<file path="src/rtl/rel_fifo_pkg.sv">
// Shared types for the rel_fifo family: egress buffer state encoding and helpers.
package rel_fifo_pkg;

  localparam int unsigned EgressDepth = 2;
  localparam int unsigned StateWidth  = 2;

  typedef enum logic [StateWidth-1:0] {
    EMPTY = 2'd0,
    ONE   = 2'd1,
    TWO   = 2'd2
  } egress_state_e;

  // One-hot entry write enable for a pop landing at slot widx.
  function automatic logic [EgressDepth-1:0] egress_we(input logic pop, input logic widx);
    if (!pop) begin
      return 2'b00;
    end
    return widx ? 2'b10 : 2'b01;
  endfunction

endpackage

</file>
<file path="src/rtl/TMR_voter_fail.sv">
// Single-bit 2-of-3 majority voter with disagreement flag.
module TMR_voter_fail (
  input  logic a_i,
  input  logic b_i,
  input  logic c_i,
  output logic majority_o,
  output logic fault_detected_o
);

  assign majority_o       = (a_i & b_i) | (a_i & c_i) | (b_i & c_i);
  assign fault_detected_o = (a_i ^ b_i) | (a_i ^ c_i);

endmodule

</file>
<file path="src/rtl/bitwise_TMR_voter_fail.sv">
// Per-bit 2-of-3 majority voter over a vector, flagging any bit disagreement.
module bitwise_TMR_voter_fail #(
  parameter int unsigned DataWidth = 1
) (
  input  logic [DataWidth-1:0] a_i,
  input  logic [DataWidth-1:0] b_i,
  input  logic [DataWidth-1:0] c_i,
  output logic [DataWidth-1:0] majority_o,
  output logic                 fault_detected_o
);

  assign majority_o       = (a_i & b_i) | (a_i & c_i) | (b_i & c_i);
  assign fault_detected_o = |((a_i ^ b_i) | (a_i ^ c_i));

endmodule

</file>
<file path="src/rtl/rel_fifo_egress_tmr_part.sv">
// One replica of the egress buffer control: voted state/head feedback,
// next-state logic, pop strobe and entry write enables.
module rel_fifo_egress_tmr_part
  import rel_fifo_pkg::*;
(
  input  logic                   clk_i,
  input  logic                   rst_i,
  input  logic                   flush_i,
  input  logic                   fifo_empty_i,
  input  logic                   ready_i,
  input  egress_state_e          state_a_i,
  input  egress_state_e          state_b_i,
  input  egress_state_e          state_c_i,
  input  logic                   head_a_i,
  input  logic                   head_b_i,
  input  logic                   head_c_i,
  output egress_state_e          state_o,
  output logic                   head_o,
  output logic [EgressDepth-1:0] we_o,
  output logic                   fifo_pop_o,
  output logic                   valid_o,
  output logic                   fault_o
);

  logic [StateWidth-1:0] state_vote;
  egress_state_e         state_v;
  egress_state_e         state_d;
  egress_state_e         state_q;
  logic                  head_v;
  logic                  head_d;
  logic                  head_q;
  logic                  hs;
  logic                  widx;
  logic                  fault_state;
  logic                  fault_head;

  bitwise_TMR_voter_fail #(
    .DataWidth(StateWidth)
  ) i_state_voter (
    .a_i             (state_a_i),
    .b_i             (state_b_i),
    .c_i             (state_c_i),
    .majority_o      (state_vote),
    .fault_detected_o(fault_state)
  );

  TMR_voter_fail i_head_voter (
    .a_i             (head_a_i),
    .b_i             (head_b_i),
    .c_i             (head_c_i),
    .majority_o      (head_v),
    .fault_detected_o(fault_head)
  );

  // Next-state logic runs on the voted copy so a lone upset is overwritten next edge.
  always_comb begin
    state_v    = egress_state_e'(state_vote);
    state_d    = state_v;
    head_d     = head_v;
    valid_o    = (state_v != EMPTY);
    hs         = valid_o & ready_i;
    fifo_pop_o = ~fifo_empty_i & (state_v != TWO) & ~flush_i & ~rst_i;
    widx       = head_v ^ (state_v == ONE);
    we_o       = egress_we(fifo_pop_o, widx);

    if (flush_i) begin
      state_d = EMPTY;
      head_d  = 1'b0;
    end else begin
      case (state_v)
        EMPTY: if (fifo_pop_o) state_d = ONE;
        ONE: begin
          if (fifo_pop_o && !hs) begin
            state_d = TWO;
          end else if (!fifo_pop_o && hs) begin
            state_d = EMPTY;
          end
        end
        TWO:     if (hs) state_d = ONE;
        default: state_d = EMPTY;
      endcase
      if (hs) begin
        head_d = ~head_v;
      end
    end
  end

  always_ff @(posedge clk_i) begin
    if (rst_i) begin
      state_q <= EMPTY;
      head_q  <= 1'b0;
    end else begin
      state_q <= state_d;
      head_q  <= head_d;
    end
  end

  assign state_o = state_q;
  assign head_o  = head_q;
  assign fault_o = fault_state | fault_head;

endmodule

</file>
<file path="src/rtl/rel_fifo_egress.sv">
// Two-entry TMR-controlled output buffer between a rel_fifo and its consumer.
// Control is triplicated; the ECC-protected data storage is a single copy.
module rel_fifo_egress
  import rel_fifo_pkg::*;
#(
  parameter int unsigned  DataWidth = 39,
  parameter bit           TmrStatus = 1'b1,
  localparam int unsigned HsWidth   = TmrStatus ? 32'd3 : 32'd1
) (
  input  logic                 clk_i,
  input  logic                 rst_i,
  input  logic [HsWidth-1:0]   flush_i,
  input  logic [HsWidth-1:0]   fifo_empty_i,
  input  logic [DataWidth-1:0] fifo_data_i,
  output logic [HsWidth-1:0]   fifo_pop_o,
  output logic [HsWidth-1:0]   valid_o,
  input  logic [HsWidth-1:0]   ready_i,
  output logic [DataWidth-1:0] data_o,
  output logic                 fault_o
);

  logic [2:0]             flush_r;
  logic [2:0]             empty_r;
  logic [2:0]             ready_r;
  logic [2:0]             pop_r;
  logic [2:0]             valid_r;
  logic [2:0]             head_r;
  logic [2:0]             fault_r;
  egress_state_e          state_0;
  egress_state_e          state_1;
  egress_state_e          state_2;
  logic [EgressDepth-1:0] we_0;
  logic [EgressDepth-1:0] we_1;
  logic [EgressDepth-1:0] we_2;
  logic [EgressDepth-1:0] we_v;
  logic                   head_v;
  logic                   fault_we;
  logic                   fault_head;
  logic                   fault_out;
  logic [DataWidth-1:0]   entry_d [EgressDepth];
  logic [DataWidth-1:0]   entry_q [EgressDepth];

  // Triplicated ports map one lane per replica; single ports fan out and vote back.
  if (TmrStatus) begin : gen_tmr_ports
    assign flush_r    = flush_i;
    assign empty_r    = fifo_empty_i;
    assign ready_r    = ready_i;
    assign fifo_pop_o = pop_r;
    assign valid_o    = valid_r;
    assign fault_out  = 1'b0;
  end else begin : gen_single_ports
    logic fault_pop;
    logic fault_valid;

    assign flush_r = {3{flush_i}};
    assign empty_r = {3{fifo_empty_i}};
    assign ready_r = {3{ready_i}};

    TMR_voter_fail i_pop_voter (
      .a_i             (pop_r[0]),
      .b_i             (pop_r[1]),
      .c_i             (pop_r[2]),
      .majority_o      (fifo_pop_o),
      .fault_detected_o(fault_pop)
    );

    TMR_voter_fail i_valid_voter (
      .a_i             (valid_r[0]),
      .b_i             (valid_r[1]),
      .c_i             (valid_r[2]),
      .majority_o      (valid_o),
      .fault_detected_o(fault_valid)
    );

    assign fault_out = fault_pop | fault_valid;
  end

  (* no_ungroup *) (* no_boundary_optimization *)
  rel_fifo_egress_tmr_part i_tmr_part_0 (
    .clk_i       (clk_i),
    .rst_i       (rst_i),
    .flush_i     (flush_r[0]),
    .fifo_empty_i(empty_r[0]),
    .ready_i     (ready_r[0]),
    .state_a_i   (state_0),
    .state_b_i   (state_1),
    .state_c_i   (state_2),
    .head_a_i    (head_r[0]),
    .head_b_i    (head_r[1]),
    .head_c_i    (head_r[2]),
    .state_o     (state_0),
    .head_o      (head_r[0]),
    .we_o        (we_0),
    .fifo_pop_o  (pop_r[0]),
    .valid_o     (valid_r[0]),
    .fault_o     (fault_r[0])
  );

  (* no_ungroup *) (* no_boundary_optimization *)
  rel_fifo_egress_tmr_part i_tmr_part_1 (
    .clk_i       (clk_i),
    .rst_i       (rst_i),
    .flush_i     (flush_r[1]),
    .fifo_empty_i(empty_r[1]),
    .ready_i     (ready_r[1]),
    .state_a_i   (state_0),
    .state_b_i   (state_1),
    .state_c_i   (state_2),
    .head_a_i    (head_r[0]),
    .head_b_i    (head_r[1]),
    .head_c_i    (head_r[2]),
    .state_o     (state_1),
    .head_o      (head_r[1]),
    .we_o        (we_1),
    .fifo_pop_o  (pop_r[1]),
    .valid_o     (valid_r[1]),
    .fault_o     (fault_r[1])
  );

  (* no_ungroup *) (* no_boundary_optimization *)
  rel_fifo_egress_tmr_part i_tmr_part_2 (
    .clk_i       (clk_i),
    .rst_i       (rst_i),
    .flush_i     (flush_r[2]),
    .fifo_empty_i(empty_r[2]),
    .ready_i     (ready_r[2]),
    .state_a_i   (state_0),
    .state_b_i   (state_1),
    .state_c_i   (state_2),
    .head_a_i    (head_r[0]),
    .head_b_i    (head_r[1]),
    .head_c_i    (head_r[2]),
    .state_o     (state_2),
    .head_o      (head_r[2]),
    .we_o        (we_2),
    .fifo_pop_o  (pop_r[2]),
    .valid_o     (valid_r[2]),
    .fault_o     (fault_r[2])
  );

  bitwise_TMR_voter_fail #(
    .DataWidth(EgressDepth)
  ) i_we_voter (
    .a_i             (we_0),
    .b_i             (we_1),
    .c_i             (we_2),
    .majority_o      (we_v),
    .fault_detected_o(fault_we)
  );

  TMR_voter_fail i_read_head_voter (
    .a_i             (head_r[0]),
    .b_i             (head_r[1]),
    .c_i             (head_r[2]),
    .majority_o      (head_v),
    .fault_detected_o(fault_head)
  );

  always_comb begin
    for (int unsigned i = 0; i < EgressDepth; i++) begin
      entry_d[i] = we_v[i] ? fifo_data_i : entry_q[i];
    end
  end

  always_ff @(posedge clk_i) begin
    for (int unsigned i = 0; i < EgressDepth; i++) begin
      if (rst_i) begin
        entry_q[i] <= '0;
      end else begin
        entry_q[i] <= entry_d[i];
      end
    end
  end

  assign data_o  = entry_q[head_v];
  assign fault_o = (|fault_r) | fault_we | fault_head | fault_out;

endmodule

</file>
<file path="config.mk">
export PLATFORM = sky130hd
export DESIGN_NAME = rel_fifo_egress
export DESIGN_NICKNAME = d
export VERILOG_FILES = /design/src/rtl/rel_fifo_pkg.sv /design/src/rtl/TMR_voter_fail.sv /design/src/rtl/bitwise_TMR_voter_fail.sv /design/src/rtl/rel_fifo_egress_tmr_part.sv /design/src/rtl/rel_fifo_egress.sv
export SDC_FILE = /design/constraint.sdc
export NUM_CORES = 1
export LEC_CHECK = 0
export BUFFER_PORTS_ARGS = -buffer_cell sky130_fd_sc_hd__buf_2
export CORE_MARGIN = 2
export CORE_UTILIZATION = 45
export DETAILED_ROUTE_END_ITERATION = 8
export HOLD_SLACK_MARGIN = 0.06
export PLACE_DENSITY = 0.68
export SLEW_MARGIN = 25
export SYNTH_ARGS = -nofsm -noshare
export SYNTH_HDL_FRONTEND = slang
export SYNTH_SLANG_ARGS = --single-unit
</file>
<file path="constraint.sdc">
create_clock -name clk_i -period 7.25 [get_ports clk_i]
set_input_delay 0.725 -clock clk_i [delete_from_list [all_inputs] [get_ports clk_i]]
set_output_delay 0.725 -clock clk_i [all_outputs]
set_load 0.05 [all_outputs]
</file>
==> flow_results.xml, run 1 <==
<?xml version="1.0" encoding="UTF-8"?>
<metrics>
  <group name="critical_path">
    <metric name="crit_fanout" unit="">10</metric>
    <metric name="worst_setup_path_end_kind" unit="">output pin</metric>
    <metric name="cp_slowest_cell" unit="">sky130_fd_sc_hd__a211oi_4</metric>
    <metric name="critPathMostFrequentCell" unit="">sky130_fd_sc_hd__ha_1</metric>
    <metric name="crit_chain" unit="">ha_1, a211oi_4, xnor2_1, a21oi_1, nor2_1, ha_1, nor4_1, nand3_1, buf_2</metric>
    <metric name="critical_path.max_stage_delay" unit="ns">0.48</metric>
    <metric name="critPathKind" unit="">reg -&gt; out</metric>
    <metric name="data_required_time_of_the_critical_path" unit="ns">6.52</metric>
    <metric name="worst_ep_arrival_time" unit="ns">3.16</metric>
    <metric name="crit_path_start_kind" unit="">register</metric>
  </group>
  <group name="cts">
    <metric name="post_cts_resize_count" unit="">0</metric>
    <metric name="tritoncts" unit="">yes</metric>
    <metric name="cts.repair_timing.setup_buffer_count" unit="">0</metric>
    <metric name="cts_htree_levels" unit="">3</metric>
    <metric name="hold_buffers" unit="">0</metric>
    <metric name="clock-sinks" unit="">87</metric>
    <metric name="clk_pin_slew" unit="ns">0.09</metric>
    <metric name="inserted_clock_buffers" unit="">9</metric>
    <metric name="clk_path_buf_depth" unit="">2</metric>
    <metric name="root_buffer" unit="">sky130_fd_sc_hd__clkbuf_8</metric>
    <metric name="clk_latency" unit="ns">0.36</metric>
  </group>
  <group name="synthesis">
    <metric name="synth_cells" unit="">366</metric>
    <metric name="ys_ff_latch" unit="">87</metric>
    <metric name="synthFlopType" unit="">sky130_fd_sc_hd__edfxtp_1</metric>
    <metric name="number_of_warning_messages_in_the_yosys_log" unit="">0</metric>
    <metric name="syn_nets" unit="">426</metric>
    <metric name="number_of_flops_mapped_to_enable_cells_by_yosys" unit="">78</metric>
    <metric name="synthDistinctLibCells" unit="">35</metric>
    <metric name="synth_area" unit="sq um">4650</metric>
    <metric name="synth-seq-area-share" unit="%">54.3</metric>
    <metric name="synthArstFlopShare" unit="%">0</metric>
    <metric name="synth.avg_cell_area" unit="sq um">12.7</metric>
  </group>
  <group name="drt">
    <metric name="wire_per_inst" unit="um">16.5</metric>
    <metric name="drtPass1Iterations" unit="">5</metric>
    <metric name="via_per_inst" unit="">5.27</metric>
    <metric name="drt_wl_total" unit="um">9590</metric>
    <metric name="detail-route-antenna-nets" unit="">0</metric>
    <metric name="drt-initial-drc-count" unit="">172</metric>
    <metric name="via_count" unit="">3065</metric>
    <metric name="drc" unit="">0</metric>
  </group>
  <group name="place">
    <metric name="globalplace.congestion" unit="">0.791</metric>
    <metric name="half_perimeter_wire_length_after_placement" unit="um">6090</metric>
    <metric name="place_area" unit="sq um">5130</metric>
    <metric name="placement.io_buffers" unit="">95</metric>
  </group>
  <group name="timing">
    <metric name="achievable_freq" unit="MHz">257</metric>
    <metric name="finalClockSkew" unit="ns">0.0155</metric>
    <metric name="final.period_utilization" unit="%">53.6</metric>
    <metric name="grt_setup_unrepaired" unit="">false</metric>
    <metric name="tightest_slew" unit="ns">0.938</metric>
    <metric name="finalHoldViolCount" unit="">0</metric>
    <metric name="smallest_hold_slack" unit="ns">0.576</metric>
    <metric name="setup_total_negative_slack" unit="ns">0</metric>
    <metric name="finalWorstPathRequiredPeriod" unit="ns">3.89</metric>
    <metric name="slew_limit_fails" unit="">0</metric>
    <metric name="slew_headroom" unit="%">37.2</metric>
    <metric name="setup_viol_count_final" unit="">0</metric>
  </group>
  <group name="pwr">
    <metric name="cellLeakagePower" unit="nW">2.00</metric>
    <metric name="power.share.sequential" unit="%">55.8</metric>
    <metric name="switchingPower" unit="uW">291</metric>
    <metric name="p_int" unit="uW">732</metric>
    <metric name="powerDensity" unit="nW/um^2">193</metric>
    <metric name="switching_share_of_power" unit="%">28.4</metric>
    <metric name="power.combinational.fraction" unit="%">14.5</metric>
    <metric name="irDropWorstVdd" unit="uV">91.1</metric>
    <metric name="power.clock.fraction" unit="%">29.7</metric>
  </group>
  <group name="flow_run">
    <metric name="max_capacitance_violation_count" unit="">0</metric>
  </group>
  <group name="final_layout">
    <metric name="layout.cells.most_common_list" unit="">sky130_fd_sc_hd__buf_2 (95), sky130_fd_sc_hd__edfxtp_1 (78), sky130_fd_sc_hd__nor3_1 (40)</metric>
    <metric name="fillCellCount" unit="">929</metric>
    <metric name="finish.instance_area" unit="sq um">5300</metric>
    <metric name="flow.area_growth_from_synthesis" unit="%">14.1</metric>
    <metric name="drive_gt1_share" unit="%">48.4</metric>
    <metric name="layout.area.seq" unit="sq um">2520</metric>
    <metric name="layout_commonest_cell" unit="">sky130_fd_sc_hd__buf_2</metric>
    <metric name="area_of_combinational_cells_with_multiple_inputs" unit="sq um">1920</metric>
    <metric name="net_total_in_the_final_layout" unit="">501</metric>
    <metric name="antenna_cells_inserted" unit="">0</metric>
  </group>
  <group name="die">
    <metric name="floorplan.initialDensity" unit="%">45.6</metric>
    <metric name="die-area" unit="sq um">11200</metric>
    <metric name="die_width" unit="um">106</metric>
    <metric name="io_count" unit="">96</metric>
    <metric name="floorplan.die.height" unit="um">106</metric>
    <metric name="floorplan.rows" unit="">37</metric>
    <metric name="core-area" unit="sq um">10200</metric>
  </group>
  <group name="min_path">
    <metric name="hold_path_class" unit="">in -&gt; reg</metric>
  </group>
  <group name="global_routing">
    <metric name="grt_pass1_wl" unit="um">15300</metric>
    <metric name="grt_use_total" unit="%">17.5</metric>
    <metric name="first_global_vias" unit="">3047</metric>
    <metric name="grt_start_max_net_pins" unit="">55</metric>
    <metric name="grt_antenna_before_repair" unit="">0</metric>
    <metric name="global_route.overflow_total" unit="">0</metric>
  </group>
  <group name="outcome">
    <metric name="result_of_the_run" unit="">completed</metric>
  </group>
</metrics>
==> metal layers <==
layer,vias to the layer above,GRT usage [%],wire [um]
li1,1499,-,-
met1,1466,22.5,4240
met2,90,29.6,4680
met3,10,3.83,571
met4,0,5.08,101
met5,-,0,0
==> registers in the layout (all words and copies together), names as in the netlist <==
| signal | count |
|---|---|
| i_tmr_part_2.head_o | 1 |
| i_tmr_part_1.state_o | 2 |
| i_tmr_part_0.head_o | 1 |
| entry_q | 78 |
| i_tmr_part_1.head_o | 1 |
| i_tmr_part_0.state_o | 2 |
| i_tmr_part_2.state_o | 2 |
==> cell families (layout without fill, tap and decap cells) <==
logic type / after synthesis / after routing / synth area share (%)
multiplexers: 39 / 39 / 9.45
buffers and inverters: 36 / 116 / 4.98
flip-flops: 87 / 87 / 54.3
AND/OR/NAND/NOR: 128 / 128 / 16.3
XOR/XNOR: 6 / 6 / 1.13
AO/OA/AOI/OAI: 60 / 60 / 11.1
adder cells (fa/ha/maj): 10 / 10 / 2.69
==> cells in the mapped netlist, types with 2 or more instances <==
library cell	instances	area, sq um
sky130_fd_sc_hd__xnor2_1	6	52.6
sky130_fd_sc_hd__ha_1	10	125
sky130_fd_sc_hd__or3_1	3	18.8
sky130_fd_sc_hd__clkbuf_1	13	48.8
sky130_fd_sc_hd__a21oi_2	39	342
sky130_fd_sc_hd__mux2_2	39	439
sky130_fd_sc_hd__nor3_1	40	200
sky130_fd_sc_hd__nand2b_1	39	244
sky130_fd_sc_hd__nand2_1	2	7.51
sky130_fd_sc_hd__nor3b_1	2	15.0
sky130_fd_sc_hd__nor2_1	21	78.8
sky130_fd_sc_hd__a211oi_1	2	15.0
sky130_fd_sc_hd__a211oi_4	2	40.0
sky130_fd_sc_hd__buf_6	8	90.1
sky130_fd_sc_hd__nor3_2	10	100
sky130_fd_sc_hd__edfxtp_1	78	2340
sky130_fd_sc_hd__a211o_1	2	17.5
sky130_fd_sc_hd__o21ai_0	7	35.0
sky130_fd_sc_hd__a21oi_1	2	10.0
sky130_fd_sc_hd__buf_4	7	52.6
sky130_fd_sc_hd__dfxtp_1	9	180
sky130_fd_sc_hd__buf_2	8	40.0
sky130_fd_sc_hd__nor4_1	5	31.3
==> stage by stage <==
| step | total power [mW] | setup slack [ns] | util, % | cells |
|---|---|---|---|---|
| global route | 1.06 | 3.15 | 52.0 | 582 |
| floorplan | 0.692 | 2.44 | - | 366 |
| detailed placement | 0.732 | 3.44 | 50.4 | 566 |
| CTS | 1.03 | 3.33 | 52.0 | 582 |
| global placement | 0.730 | 3.50 | 50.4 | 566 |
| finish | 1.02 | 3.36 | 52.0 | 582 |
==> final timing paths <==
kind	startpoint	to	slack, ns	depth (start not counted)
max	i_tmr_part_1.state_o[0]$_SDFF_PP0_	fault_o	3.36	9
min	flush_i[0]	i_tmr_part_0.head_o$_SDFF_PP0_	0.58	2
max reg2reg	i_tmr_part_1.state_o[0]$_SDFF_PP0_	entry_q[0][18]$_SDFFCE_PN0P_	3.62	9
min reg2reg	i_tmr_part_1.state_o[1]$_SDFF_PP0_	i_tmr_part_2.state_o[0]$_SDFF_PP0_	0.74	3
==> layout make-up <==
type / instances / share of cell area, %
clock buffer: 9 / 2.34
clock inverter: 7 / 0.897
multi-input combinational: 243 / 36.3
sequential: 87 / 47.6
tap: 136 / 3.21
timing repair buffer: 100 / 9.68
==> power groups by stage <==
stage,registers [mW],logic (mW),clock network (mW)
3_5_place_dp,0.583,0.149,0
4_1_cts,0.571,0.150,0.309
6_report,0.571,0.148,0.304
2_1_floorplan,0.581,0.110,0
3_3_place_gp,0.582,0.148,0
5_1_grt,0.573,0.158,0.330
==> worst max-delay path, delay by kind of cell, from the launching register on <==
kind                       cells  cell delay (ns)
buffers and inverters          1             0.23
and+or+nand+nor                3             0.56
adders and majority gates      2             0.54
DFF                            1             0.36
AOI/OAI and AO/OA              2             0.91
xor gates and xnor gates       1             0.19
(Power assumes the default switching activity.)
==> inputs of run 2 (changes only) <==
--- a/config.mk
+++ b/config.mk
@@ -10,7 +10,7 @@
 export CORE_UTILIZATION = 45
 export DETAILED_ROUTE_END_ITERATION = 8
 export HOLD_SLACK_MARGIN = 0.06
-export PLACE_DENSITY = 0.68
+export PLACE_DENSITY = 0.7
 export SLEW_MARGIN = 25
 export SYNTH_ARGS = -nofsm -noshare
 export SYNTH_HDL_FRONTEND = slang
==> constraint.sdc (replaced) <==
create_clock -name clk_i -period 3.2 [get_ports clk_i]
set_input_delay 0.32 -clock clk_i [delete_from_list [all_inputs] [get_ports clk_i]]
set_output_delay 0.32 -clock clk_i [all_outputs]
set_load 0.05 [all_outputs]
==> run 2 against run 1 <==
Sequential share of layout area down 1.4 points. Design area up 3.0%. Non-clock buffer count up 8. Total power up 140%. Die area unchanged. Critical endpoint unchanged.
==> flow_results.xml, run 2 (synthesis gave the netlist of run 1 again) <==
<?xml version="1.0" encoding="UTF-8"?>
<metrics>
  <group name="cts">
    <metric name="tritoncts" unit="">yes</metric>
    <metric name="inserted_clock_buffers" unit="">9</metric>
    <metric name="clock-sinks" unit="">87</metric>
    <metric name="clk_path_buf_depth" unit="">2</metric>
    <metric name="root_buffer" unit="">sky130_fd_sc_hd__clkbuf_8</metric>
    <metric name="hold_buffers" unit="">0</metric>
    <metric name="cts_htree_levels" unit="">3</metric>
    <metric name="clk_latency" unit="ns">0.35</metric>
    <metric name="clk_pin_slew" unit="ns">0.09</metric>
  </group>
  <group name="final_layout">
    <metric name="layout.cells.most_common_list" unit="">sky130_fd_sc_hd__buf_2 (94), sky130_fd_sc_hd__edfxtp_1 (78), sky130_fd_sc_hd__a21oi_2 (40)</metric>
    <metric name="fillCellCount" unit="">897</metric>
    <metric name="finish.instance_area" unit="sq um">5460</metric>
    <metric name="fin_cells" unit="">590</metric>
    <metric name="fin_util" unit="%">53.6</metric>
    <metric name="flow.area_growth_from_synthesis" unit="%">17.6</metric>
    <metric name="area_of_combinational_cells_with_multiple_inputs" unit="sq um">1950</metric>
    <metric name="max_flop_register" unit="">entry_q</metric>
    <metric name="layout.area.seq" unit="sq um">2520</metric>
    <metric name="drive_gt1_share" unit="%">50.4</metric>
    <metric name="largest_register_ff_count" unit="">78</metric>
    <metric name="antenna_cells_inserted" unit="">0</metric>
    <metric name="net_total_in_the_final_layout" unit="">509</metric>
    <metric name="layout_commonest_cell" unit="">sky130_fd_sc_hd__buf_2</metric>
  </group>
  <group name="global_routing">
    <metric name="grt_antenna_before_repair" unit="">0</metric>
    <metric name="grt_use_total" unit="%">18.5</metric>
    <metric name="grt_start_max_net_pins" unit="">44</metric>
    <metric name="grt_pass1_wl" unit="um">16100</metric>
    <metric name="global_route.overflow_total" unit="">0</metric>
    <metric name="first_global_vias" unit="">3325</metric>
  </group>
  <group name="flow_run">
    <metric name="max_capacitance_violation_count" unit="">0</metric>
  </group>
  <group name="drt">
    <metric name="via_count" unit="">3156</metric>
    <metric name="detail-route-antenna-nets" unit="">0</metric>
    <metric name="drc" unit="">0</metric>
    <metric name="drt-initial-drc-count" unit="">170</metric>
    <metric name="drt_wl_total" unit="um">10100</metric>
    <metric name="via_per_inst" unit="">5.35</metric>
    <metric name="drtPass1Iterations" unit="">4</metric>
    <metric name="wire_per_inst" unit="um">17.1</metric>
  </group>
  <group name="die">
    <metric name="die_width" unit="um">106</metric>
    <metric name="floorplan.die.height" unit="um">106</metric>
    <metric name="floorplan.initialDensity" unit="%">45.6</metric>
    <metric name="die-area" unit="sq um">11200</metric>
    <metric name="floorplan.rows" unit="">37</metric>
    <metric name="core-area" unit="sq um">10200</metric>
    <metric name="io_count" unit="">96</metric>
  </group>
  <group name="outcome">
    <metric name="result_of_the_run" unit="">completed</metric>
  </group>
  <group name="pwr">
    <metric name="p_total" unit="mW">2.50</metric>
    <metric name="powerDensity" unit="nW/um^2">458</metric>
    <metric name="irDropWorstVdd" unit="uV">264</metric>
    <metric name="cellLeakagePower" unit="nW">2.08</metric>
  </group>
  <group name="place">
    <metric name="globalplace.congestion" unit="">0.866</metric>
    <metric name="placement.io_buffers" unit="">95</metric>
    <metric name="place_inst" unit="">573</metric>
    <metric name="half_perimeter_wire_length_after_placement" unit="um">6320</metric>
    <metric name="place_area" unit="sq um">5190</metric>
  </group>
  <group name="critical_path">
    <metric name="ff2ff_setup_slack" unit="ns">0.36</metric>
    <metric name="reg2reg_from" unit="">i_tmr_part_1.state_o[0]$_SDFF_PP0_</metric>
    <metric name="worst_ep_arrival_time" unit="ns">2.81</metric>
    <metric name="data_required_time_of_the_critical_path" unit="ns">2.88</metric>
    <metric name="regToRegEndpoint" unit="">entry_q[0][7]$_SDFFCE_PN0P_</metric>
    <metric name="crit_fanout" unit="">4</metric>
    <metric name="worst_setup_path_end_kind" unit="">output pin</metric>
    <metric name="crit_path_start_kind" unit="">register</metric>
    <metric name="setup.worst_path.start" unit="">i_tmr_part_1.state_o[0]$_SDFF_PP0_</metric>
    <metric name="critPathKind" unit="">reg -&gt; out</metric>
    <metric name="worst-r2r-cell-count" unit="">9</metric>
  </group>
  <group name="timing">
    <metric name="finalClockSkew" unit="ns">0.00816</metric>
    <metric name="tightest_slew" unit="ns">0.682</metric>
    <metric name="slew_headroom" unit="%">54.5</metric>
    <metric name="setup_viol_count_final" unit="">0</metric>
    <metric name="finalHoldViolCount" unit="">0</metric>
    <metric name="finalWorstPathRequiredPeriod" unit="ns">3.13</metric>
    <metric name="slew_limit_fails" unit="">0</metric>
    <metric name="final.period_utilization" unit="%">97.7</metric>
    <metric name="achievable_freq" unit="MHz">320</metric>
  </group>
  <group name="min_path">
    <metric name="min-delay-start" unit="">flush_i[0]</metric>
    <metric name="hold-path-cell-count" unit="">2</metric>
    <metric name="whs_endpoint" unit="">i_tmr_part_0.head_o$_SDFF_PP0_</metric>
    <metric name="hold_path_class" unit="">in -&gt; reg</metric>
  </group>
</metrics>
-- run 2: cell types whose count changed in the layout (fill, tap and decap cells not counted), moves of 2 or more --
cell and change:
sky130_fd_sc_hd__inv_6 +2, sky130_fd_sc_hd__buf_4 +7, sky130_fd_sc_hd__bufinv_16 +2, sky130_fd_sc_hd__clkinv_2 -3
-- run 2: cell type report --
class	count	area share [%]
Sequential cell	87	46.2
Clock inverter	7	1.88
Tap cell	136	3.12
Multi-Input combinational cell	243	35.8
Timing Repair Buffer	108	10.8
Clock buffer	9	2.27
-- run 2: how the worst max path moves through the flow --
stage	endpoint	slack, ns
2_1_floorplan	entry_q[1][0]$_SDFFCE_PN0P_	0.13
3_3_place_gp	entry_q[0][30]$_SDFFCE_PN0P_	0.34
3_5_place_dp	entry_q[0][7]$_SDFFCE_PN0P_	0.13
4_1_cts	fault_o	0.0006
5_1_grt	fault_o	-0.07
6_report	fault_o	0.07
-- run 2: power by group --
group,total (mW),internal (mW),switching (mW),leakage [nW]
logic,0.347,0.103,0.245,1.09
clock network,0.861,0.449,0.411,0.111
registers,1.29,1.28,0.0126,0.879
-- run 2: per-layer routing --
| layer | up-vias | GRT usage (%) | part of all wire [%] |
|---|---|---|---|
| met5 | - | 0 | 0 |
| met4 | 0 | 5.17 | 1.5 |
| met3 | 12 | 3.71 | 4.3 |
| met2 | 90 | 32.1 | 51 |
| met1 | 1544 | 23.4 | 43 |
| li1 | 1510 | - | - |
-- run 2: worst max-delay path, stage by stage, from the launching register on --
cell	delay [ns]
sky130_fd_sc_hd__dfxtp_1	0.36
sky130_fd_sc_hd__ha_1	0.25
sky130_fd_sc_hd__a211oi_4	0.32
sky130_fd_sc_hd__xnor2_2	0.14
sky130_fd_sc_hd__a21oi_2	0.28
sky130_fd_sc_hd__nor2_1	0.10
sky130_fd_sc_hd__ha_1	0.33
sky130_fd_sc_hd__nor4_2	0.30
sky130_fd_sc_hd__nand3_1	0.15
sky130_fd_sc_hd__clkbuf_4	0.24
-- run 2: per-stage QoR --
stage | hold WS [ns] | setup TNS [ns] | setup WS [ns]
after floorplan | 0.393 | 0 | 0.126
after global placement | 0.538 | 0 | 0.338
after detailed placement | 0.538 | 0 | 0.133
after CTS | 0.162 | 0 | 0.000646
after global routing | 0.165 | -0.0722 | -0.0722
final | 0.185 | 0 | 0.0725
-- run 2: timing repair --
item                       CTS  global route
pin swaps                    1             1
setup endpoints to repair    1             1
gates resized for setup      2             5
setup buffers                1             0
